--- config.mk ---
export PLATFORM = sky130hd
export DESIGN_NAME = cell3_vector_sequencer
export DESIGN_NICKNAME = d
export VERILOG_FILES = /design/src/rtl/cell_tb_pkg.sv /design/src/rtl/vec_phase_timer.sv /design/src/rtl/cell3_vector_sequencer.sv
export SDC_FILE = /design/constraint.sdc
export NUM_CORES = 1
export LEC_CHECK = 0
export BUFFER_PORTS_ARGS = -buffer_cell sky130_fd_sc_hd__buf_2
export CAP_MARGIN = 25
export CORE_MARGIN = 3
export CORE_UTILIZATION = 40
export CTS_BUF_LIST = sky130_fd_sc_hd__clkbuf_4 sky130_fd_sc_hd__clkbuf_8 sky130_fd_sc_hd__clkbuf_16
export DETAILED_ROUTE_END_ITERATION = 8
export PLACE_DENSITY = 0.63
export RECOVER_POWER = 100
export SLEW_MARGIN = 20
export SYNTH_ARGS = -nofsm -noshare
export SYNTH_HDL_FRONTEND = slang
export SYNTH_SLANG_ARGS = --single-unit
--- constraint.sdc ---
create_clock -name clk -period 4.6 [get_ports clk]
set_input_delay 0.23 -clock clk [delete_from_list [all_inputs] [get_ports clk]]
set_output_delay 0.23 -clock clk [all_outputs]
set_load 0.01 [all_outputs]
--- src/rtl/cell_tb_pkg.sv ---
// rtl/cell_tb_pkg.sv - shared FSM state type, width helper and standard-cell truth tables
package cell_tb_pkg;

  typedef enum logic [2:0] {
    ST_IDLE,
    ST_GAP,
    ST_SETTLE,
    ST_SAMPLE,
    ST_DONE
  } state_e;

  // Truth tables indexed by {A,B1,B2}; bit i is ZN for vector i.
  localparam logic [7:0] AOI21_TT = 8'h07;
  localparam logic [7:0] OAI21_TT = 8'h1F;
  localparam logic [7:0] NAND3_TT = 8'h7F;

  function automatic int clog2(input int value);
    int r;
    r = 0;
    for (int i = 0; i < 31; i++) begin
      if ((1 << i) < value) r = i + 1;
    end
    return r;
  endfunction

endpackage

--- src/rtl/vec_phase_timer.sv ---
// rtl/vec_phase_timer.sv - phase down-counter; expired while the count sits at zero
module vec_phase_timer #(
  parameter int W = 4
) (
  input  logic         clk,
  input  logic         rst_n,
  input  logic [W-1:0] load_val,
  input  logic         load,
  input  logic         tick,
  output logic         expired
);

  logic [W-1:0] cnt_q;
  logic [W-1:0] cnt_d;

  assign expired = (cnt_q == '0);

  always_comb begin
    cnt_d = cnt_q;
    if (load) begin
      cnt_d = load_val;
    end else if (tick && !expired) begin
      cnt_d = cnt_q - 1'b1;
    end
  end

  always_ff @(posedge clk or negedge rst_n) begin
    if (!rst_n) cnt_q <= '0;
    else        cnt_q <= cnt_d;
  end

endmodule

--- src/rtl/cell3_vector_sequencer.sv ---
// rtl/cell3_vector_sequencer.sv - sweeps all cell input vectors, samples ZN after a settle
// window and scores it against a truth table.
module cell3_vector_sequencer
  import cell_tb_pkg::*;
#(
  parameter int                        N_IN       = 3,
  parameter int                        GAP_CYC    = 5,
  parameter int                        SETTLE_CYC = 10,
  parameter logic [(1 << N_IN) - 1:0]  EXP_TT     = AOI21_TT
) (
  input  logic            clk,
  input  logic            rst_n,
  input  logic            start,
  output logic [N_IN-1:0] vec_out,
  input  logic            dut_zn,
  output logic            busy,
  output logic            sample_valid,
  output logic [N_IN-1:0] sample_idx,
  output logic            sample_val,
  output logic            mismatch,
  output logic [N_IN:0]   err_cnt,
  output logic            done,
  output logic            pass
);

  localparam int              NV          = 1 << N_IN;
  localparam int              TMAX        = (GAP_CYC > SETTLE_CYC) ? GAP_CYC : SETTLE_CYC;
  localparam int              TW          = clog2(TMAX + 1);
  localparam logic [TW-1:0]   GAP_LOAD    = TW'(GAP_CYC - 1);
  localparam logic [TW-1:0]   SETTLE_LOAD = TW'(SETTLE_CYC - 1);
  localparam logic [N_IN-1:0] LAST_IDX    = N_IN'(NV - 1);
  localparam logic [N_IN:0]   ERR_MAX     = (N_IN + 1)'(NV);

  state_e          state_q;
  logic [N_IN-1:0] idx_q;
  logic [N_IN-1:0] vec_q;
  logic            busy_q;
  logic            sample_valid_q;
  logic [N_IN-1:0] sample_idx_q;
  logic            sample_val_q;
  logic            mismatch_q;
  logic [N_IN:0]   err_q;
  logic            done_q;
  logic            pass_q;

  logic            timer_load;
  logic            timer_tick;
  logic [TW-1:0]   timer_val;
  logic            timer_expired;
  logic            mis_now;
  logic [N_IN:0]   err_d;

  // Case inequality so an X or Z on the cell output is scored as a failure.
  assign mis_now = (dut_zn !== EXP_TT[idx_q]);
  assign err_d   = (mis_now && (err_q != ERR_MAX)) ? err_q + 1'b1 : err_q;

  always_comb begin
    timer_load = 1'b0;
    timer_tick = 1'b0;
    timer_val  = '0;
    case (state_q)
      ST_IDLE, ST_DONE: begin
        if (start) begin
          timer_load = 1'b1;
          timer_val  = GAP_LOAD;
        end
      end
      ST_GAP: begin
        if (timer_expired) begin
          timer_load = 1'b1;
          timer_val  = SETTLE_LOAD;
        end else begin
          timer_tick = 1'b1;
        end
      end
      ST_SETTLE: timer_tick = !timer_expired;
      ST_SAMPLE: begin
        if (idx_q != LAST_IDX) begin
          timer_load = 1'b1;
          timer_val  = GAP_LOAD;
        end
      end
      default: ;
    endcase
  end

  vec_phase_timer #(.W(TW)) u_timer (
    .clk      (clk),
    .rst_n    (rst_n),
    .load_val (timer_val),
    .load     (timer_load),
    .tick     (timer_tick),
    .expired  (timer_expired)
  );

  always_ff @(posedge clk or negedge rst_n) begin
    if (!rst_n) begin
      state_q        <= ST_IDLE;
      idx_q          <= '0;
      vec_q          <= '0;
      busy_q         <= 1'b0;
      sample_valid_q <= 1'b0;
      sample_idx_q   <= '0;
      sample_val_q   <= 1'b0;
      mismatch_q     <= 1'b0;
      err_q          <= '0;
      done_q         <= 1'b0;
      pass_q         <= 1'b0;
    end else begin
      sample_valid_q <= 1'b0;
      case (state_q)
        ST_IDLE, ST_DONE: begin
          if (start) begin
            state_q <= ST_GAP;
            idx_q   <= '0;
            err_q   <= '0;
            done_q  <= 1'b0;
            pass_q  <= 1'b0;
            busy_q  <= 1'b1;
          end
        end
        ST_GAP: begin
          if (timer_expired) begin
            state_q <= ST_SETTLE;
            vec_q   <= idx_q;
          end
        end
        ST_SETTLE: begin
          if (timer_expired) state_q <= ST_SAMPLE;
        end
        ST_SAMPLE: begin
          sample_valid_q <= 1'b1;
          sample_idx_q   <= idx_q;
          sample_val_q   <= dut_zn;
          mismatch_q     <= mis_now;
          err_q          <= err_d;
          if (idx_q == LAST_IDX) begin
            state_q <= ST_DONE;
            busy_q  <= 1'b0;
            done_q  <= 1'b1;
            pass_q  <= (err_d == '0);
          end else begin
            state_q <= ST_GAP;
            idx_q   <= idx_q + 1'b1;
          end
        end
        default: state_q <= ST_IDLE;
      endcase
    end
  end

  assign vec_out      = vec_q;
  assign busy         = busy_q;
  assign sample_valid = sample_valid_q;
  assign sample_idx   = sample_idx_q;
  assign sample_val   = sample_val_q;
  assign mismatch     = mismatch_q;
  assign err_cnt      = err_q;
  assign done         = done_q;
  assign pass         = pass_q;

endmodule

==> results of run 1 <==
==> registers in the layout, summed over array words and instances, names as in the netlist <==
register / flops
pass: 1
state_q: 3
u_timer.cnt_q: 4
mismatch: 1
sample_idx: 3
sample_valid: 1
err_cnt: 4
sample_val: 1
done: 1
vec_out: 3
idx_q: 3
busy: 1
==> area by class of cell <==
| class | instances | area (um2) |
|---|---|---|
| Inverter | 9 | 33.8 |
| Multi-Input combinational cell | 86 | 596 |
| Tap cell | 44 | 55.1 |
| Timing Repair Buffer | 20 | 83.8 |
| Sequential cell | 26 | 651 |
| Fill cell | 306 | 1690 |
| Clock buffer | 3 | 22.5 |
==> what timing repair did <==
action,CTS,global route
hold endpoints to repair,26,0
hold buffers,1,0
gates resized for setup,0,0
==> cell usage in the layout, fill, tap and decap left out, drive strengths merged, types with 2 or more instances in the layout <==
| cell type | netlist | layout |
|---|---|---|
| nor3b | 2 | 2 |
| nor2 | 6 | 6 |
| o21ai | 9 | 9 |
| nand3 | 3 | 3 |
| mux2 | 5 | 5 |
| a21oi | 3 | 3 |
| a2111oi | 3 | 3 |
| o41ai | 2 | 2 |
| xnor2 | 3 | 3 |
| nor3 | 4 | 4 |
| o21a | 2 | 2 |
| inv | 9 | 9 |
| dfrtp | 26 | 26 |
| ha | 7 | 7 |
| nand2 | 19 | 19 |
| a211oi | 2 | 2 |
| a22o | 2 | 2 |
| clkbuf | 0 | 20 |
| buf | 3 | 2 |
| nand3b | 2 | 2 |
==> power breakdown <==
part	internal (uW)	switching [uW]	leakage, uW
logic	144	183	0.000301
clock network	30.7	64.3	0.0000138
registers	298	64.3	0.000338
==> worst min-delay path by stage <==
stage | to | start | slack [ps]
2_1_floorplan | busy | rst_n | -70
3_3_place_gp | pass | rst_n | 260
3_5_place_dp | busy | rst_n | 260
4_1_cts | sample_val | dut_zn | 150
5_1_grt | sample_val | dut_zn | 150
6_report | sample_val | dut_zn | 150
==> worst max-delay path: stages, from the launching register on <==
cell	delay, ps
dfrtp_1	430
inv_1	100
ha_1	150
nor3b_1	510
nand3b_1	210
nor2_1	370
mux2_2	380
==> cell families after synthesis <==
logic type	after synthesis	synth area share, %
AOI/OAI and AO/OA	29	16.5
xor gates and xnor gates	4	2.61
adders and majority gates	7	6.51
buffers and inverters	12	4.28
DFF	26	48.4
muxes	6	4.93
and+or+nand+nor	40	16.8
==> per-stage QoR <==
step | total power [uW] | hold WS, ps | instances | utilization (%)
after global placement | 716 | 261 | 184 | 47.0
final | 785 | 150 | 188 | 46.1
after global routing | 855 | 150 | 188 | 46.1
after CTS | 822 | 146 | 188 | 48.1
after floorplan | 642 | -65.6 | 124 | -
after detailed placement | 728 | 261 | 184 | 47.0
==> routing by layer <==
layer	part of all wire (%)	wire (um)	track usage [%]
met1	49	1190	18.0
met2	45	1090	20.8
met3	5.1	123	2.46
met4	1.2	29	5.93
met5	0	0	0
==> run metrics, run 1 <==
layout cells sized above 1 under 10%; worst flop-to-flop path startpoint u_timer.cnt_q[0]; Clock Pin Slew Worst Setup and Hold Paths 130 ps; Crit Path Class reg2reg; R2R depth 6; top cells by area, synth dfrtp_1 48%, ha_1 6.5%, nand2_1 5.3%; final worst-path cycle share 49.1%; setup TNS 0 ps; post-route ant nets 0; TritonCTS clock tree yes; synth warn 0; Avg Vias per Cell between 5 and 6; # rows 20; Pwr per Cell Area ~540 nW/um2; Post-CTS Repair Setup Buffers 0; Inserted Clock Buffers 3; # diodes 0; IO buf count 19; Clock Path Buffers 2; class of the worst hold path in2reg; Post-synth EDFFs 0; core area roughly 3100 um2; status finished clean; die height 64.0 um; Clock Tree Root clkbuf_4; Critical Path Fanout Max 5; first-pass GRT wire length around 4300 um; Wirelength per Cell roughly 13 um; Top FF cell, synth dfrtp_1; Initial Util between 40% and 50%; Critical Path Start u_timer.cnt_q[0]; Worst setup EP type register; Max Cap Violations 0; post-route minimum period 2260 ps; drt drc 0; Area Growth Syn to Fin 7.16%; Hold Path Depth 3; setup slack, reg-to-reg around 2300 ps; # clock sinks 26; final-report max-slew violation count 0; R2R Path End vec_out[2]; Yosys cell types between 40 and 50; initial antenna violation count 0; post-synthesis register bit count 26; via count just under 1,000; Peak VDD IR 0.000185 V; maximum clock rate 0.443 GHz; post-synthesis cell area 1350 um2; die footprint slightly above 4000 um2; syn avg cell area 10.8 um2; overall routed net length between 2000 and 2500 um; CP Launch Type register; crit path DAT 2480 ps; final setup violation count 0; Tot GR Track Use 13.3%; number of I/O pins 20; share of flip-flops with an asynchronous set or reset between 90% and 100%; pin count of the biggest net entering global routing 27; leakage power between 0.0006 and 0.0007 uW; GRT Residual Overflow 0; Net Count, Synth 135; relative slew slack 8.18%; dpl hpwl approximately 1800 um; most numerous cell in the Yosys netlist dfrtp_1; Setup Skew 4.63 ps; worst skew pair latency between 300 and 400 ps; Synth Instances 124; Post-synth top cells 26 x dfrtp_1, 19 x nand2_1, 8 x inv_1, 8 x o21ai_0, 7 x ha_1; Final Cell Area ~1400 um2; RSZ-0062 raised after global routing false; H-tree depth 1; measured slew at the worst slew-check pin approximately 1400 ps; WP data required approximately 4800 ps; slack of the critical path between 2000 and 2500 ps; Post-Place Worst Slack 2700 ps; vias in the first global route 939; number of DRC markers in iteration 0 37; Placer Congestion roughly 0.70; Nets approximately 160; Yosys top cell by area dfrtp_1; width of the die about 64 um; sequential share of the synthesized area 48.4%; Yosys top cell area share between 40% and 50%; Fin. Hold Viols 0; Placed Area 1470 um2; DR pass1 iterations 4; CP endpoint vec_out[2]
Note: power is estimated with default switching activity, not from simulation.
==> run 2: changes to the inputs <==
Clock period 4.6 ns to 2.2 ns, I/O delays scaled along.
==> run 2 against run 1 <==
  * Maximum frequency is 14% higher
  * Via count increased by 1.0%
  * Total power grew 110%
  * Combinational power increased by 100%
  * Highest routed layer unchanged
  * Global-route usage fell by 0.20 points
  * Clock power rose to 2.5 times the previous value
  * Routed wire length is 0.12% higher
  * Core utilization rose by 1.2 points
  * Final area is 2.5% higher
  * Final cell count up 0.53%
  * Sequential power rose by 110%
==> run metrics, run 2 (synthesis gave the netlist of run 1 again) <==
vias in the first global route 973 (+3.6%); Worst setup EP type register; first-pass GRT wire length 4350 um (+0.49%); Critical Path Fanout Max 5 (unchanged); final setup violation count 0 (unchanged); commonest cells after routing, fill and taps aside 26 x dfrtp_1, 19 x nand2_1, 17 x clkbuf_1; Initial Util 43.0% (unchanged); width of the die 64.0 um (unchanged); Nets 157 (unchanged); measured slew at the worst slew-check pin 1390 ps (+14.8 ps); DR pass1 iterations 4 (unchanged); layout cells sized above 1 11.0% (+1.3 points); final worst-path cycle share 89.8% (+41 points); crit path DAT 2190 ps (-290 ps); Area Growth Syn to Fin 9.86%; Pwr per Cell Area 1130 nW/um2 (+110%); Max Cap Violations 0 (unchanged); Avg Vias per Cell 5.16 (+0.50%); Inserted Clock Buffers 3 (unchanged); # clock sinks 26 (unchanged); # rows 20 (unchanged); die height 64.0 um (unchanged); Tot GR Track Use 13.1% (-0.20 points); Fin. Hold Viols 0 (unchanged); most common cell after layout, fill and taps aside dfrtp_1; cts repair resizes 0 (unchanged); dpl hpwl 1820 um (+0.54%); IO buf count 19 (unchanged); final-report max-slew violation count 0 (unchanged); via count 975 (+1.0%); CP Launch Type register; Post-CTS Repair Setup Buffers 0 (unchanged); initial antenna violation count 0 (unchanged); setup TNS 0 ps (unchanged); number of I/O pins 20 (unchanged); setup slack, reg-to-reg 220 ps (-2120 ps); Setup Skew 4.00 ps (-0.627 ps); # diodes 0 (unchanged); leakage power 0.000676 uW (+3.6%); maximum clock rate 0.506 GHz (+14%); pin count of the biggest net entering global routing 27 (unchanged); Crit Path Class reg2reg; status finished clean; class of the worst hold path in2reg; core area 3130 um2 (unchanged); Peak VDD IR 0.000522 V (+180%); relative slew slack 7.20% (-0.99 points); Final Util 47.2% (+1.2 points); drt drc 0 (unchanged); Wirelength per Cell 12.9 um (-0.41%); TritonCTS clock tree yes; WHS 28.9 ps (-121 ps); WP data required 2420 ps (-2400 ps); post-route ant nets 0 (unchanged); RSZ-0062 raised after global routing false; Clock Pin Slew Worst Setup and Hold Paths 140 ps (about the same); dpl cells 184 (unchanged); Clock Tree Root clkbuf_4; Placer Congestion 0.696 (about the same); GRT Residual Overflow 0 (unchanged); Clock Path Buffers 2 (unchanged); post-route minimum period 1980 ps (-284 ps); overall routed net length 2440 um (+0.12%); die footprint 4090 um2 (unchanged); non-filler cells, final 189 (+0.53%); H-tree depth 1 (unchanged); worst skew pair latency 320 ps (about the same); number of DRC markers in iteration 0 35 (-5.4%)
run 2: changes by cell type in the layout (fill, tap and decap cells not counted):
cell       change
nor3b_1        -1
a2111oi_0      +1
mux2_2         -1
o21ai_0        -1
a2111oi_2      -1
clkbuf_8       +1
nand3b_4       +1
o21ai_4        +1
nor3b_2        +1
nand3b_1       -1
mux2_1         +1
run 2: repair_timing:
item | CTS | global route
hold buffers | 1 | 0
setup endpoints to repair | 0 | 0
hold endpoints to repair | 26 | 0
run 2: report_power, final:
part	total, uW	switching [uW]	leakage [uW]	internal (uW)
Clock	240	139	0.0000210	101
Sequential	765	142	0.000338	623
Combinational	670	378	0.000317	292
Total	1680	659	0.000676	1020
run 2: path summary, 6_finish.rpt:
check,end,from,cells after the start
max,vec_out[0],u_timer.cnt_q[0],6
min,sample_val,dut_zn,3
max reg2reg,vec_out[0],u_timer.cnt_q[0],6
min reg2reg,busy,busy,2
max in group asynchronous,sample_idx[0],rst_n,2
min in group asynchronous,pass,rst_n,2
run 2: metrics by stage:
step | area (um2) | worst slack (ps) | total power (uW)
after detailed placement | 1470 | 307 | 1520
after floorplan | 1350 | 466 | 1340
after CTS | 1520 | 289 | 1770
final | 1480 | 225 | 1680
after global routing | 1480 | 65.9 | 1830
after global placement | 1470 | 315 | 1500
run 2: cell type report:
cell class / count / area, um2
Sequential cell: 26 / 651
Fill cell: 302 / 1650
Clock buffer: 4 / 36.3
Timing Repair Buffer: 20 / 83.8
Tap cell: 44 / 55.1
Inverter: 9 / 33.8
Multi-Input combinational cell: 86 / 618
run 2: critical path, cell delays in order (launching register included):
cell and delay, ps:
dfrtp_1 430, inv_1 100, ha_1 150, nor3b_2 330, nand3b_1 170, nor2_1 330, mux2_2 380
run 2: metal layers:
metal	wire (um)	track usage (%)
met5	0	0
met4	12	3.77
met3	115	3.34
met2	1120	20.6
met1	1190	17.8
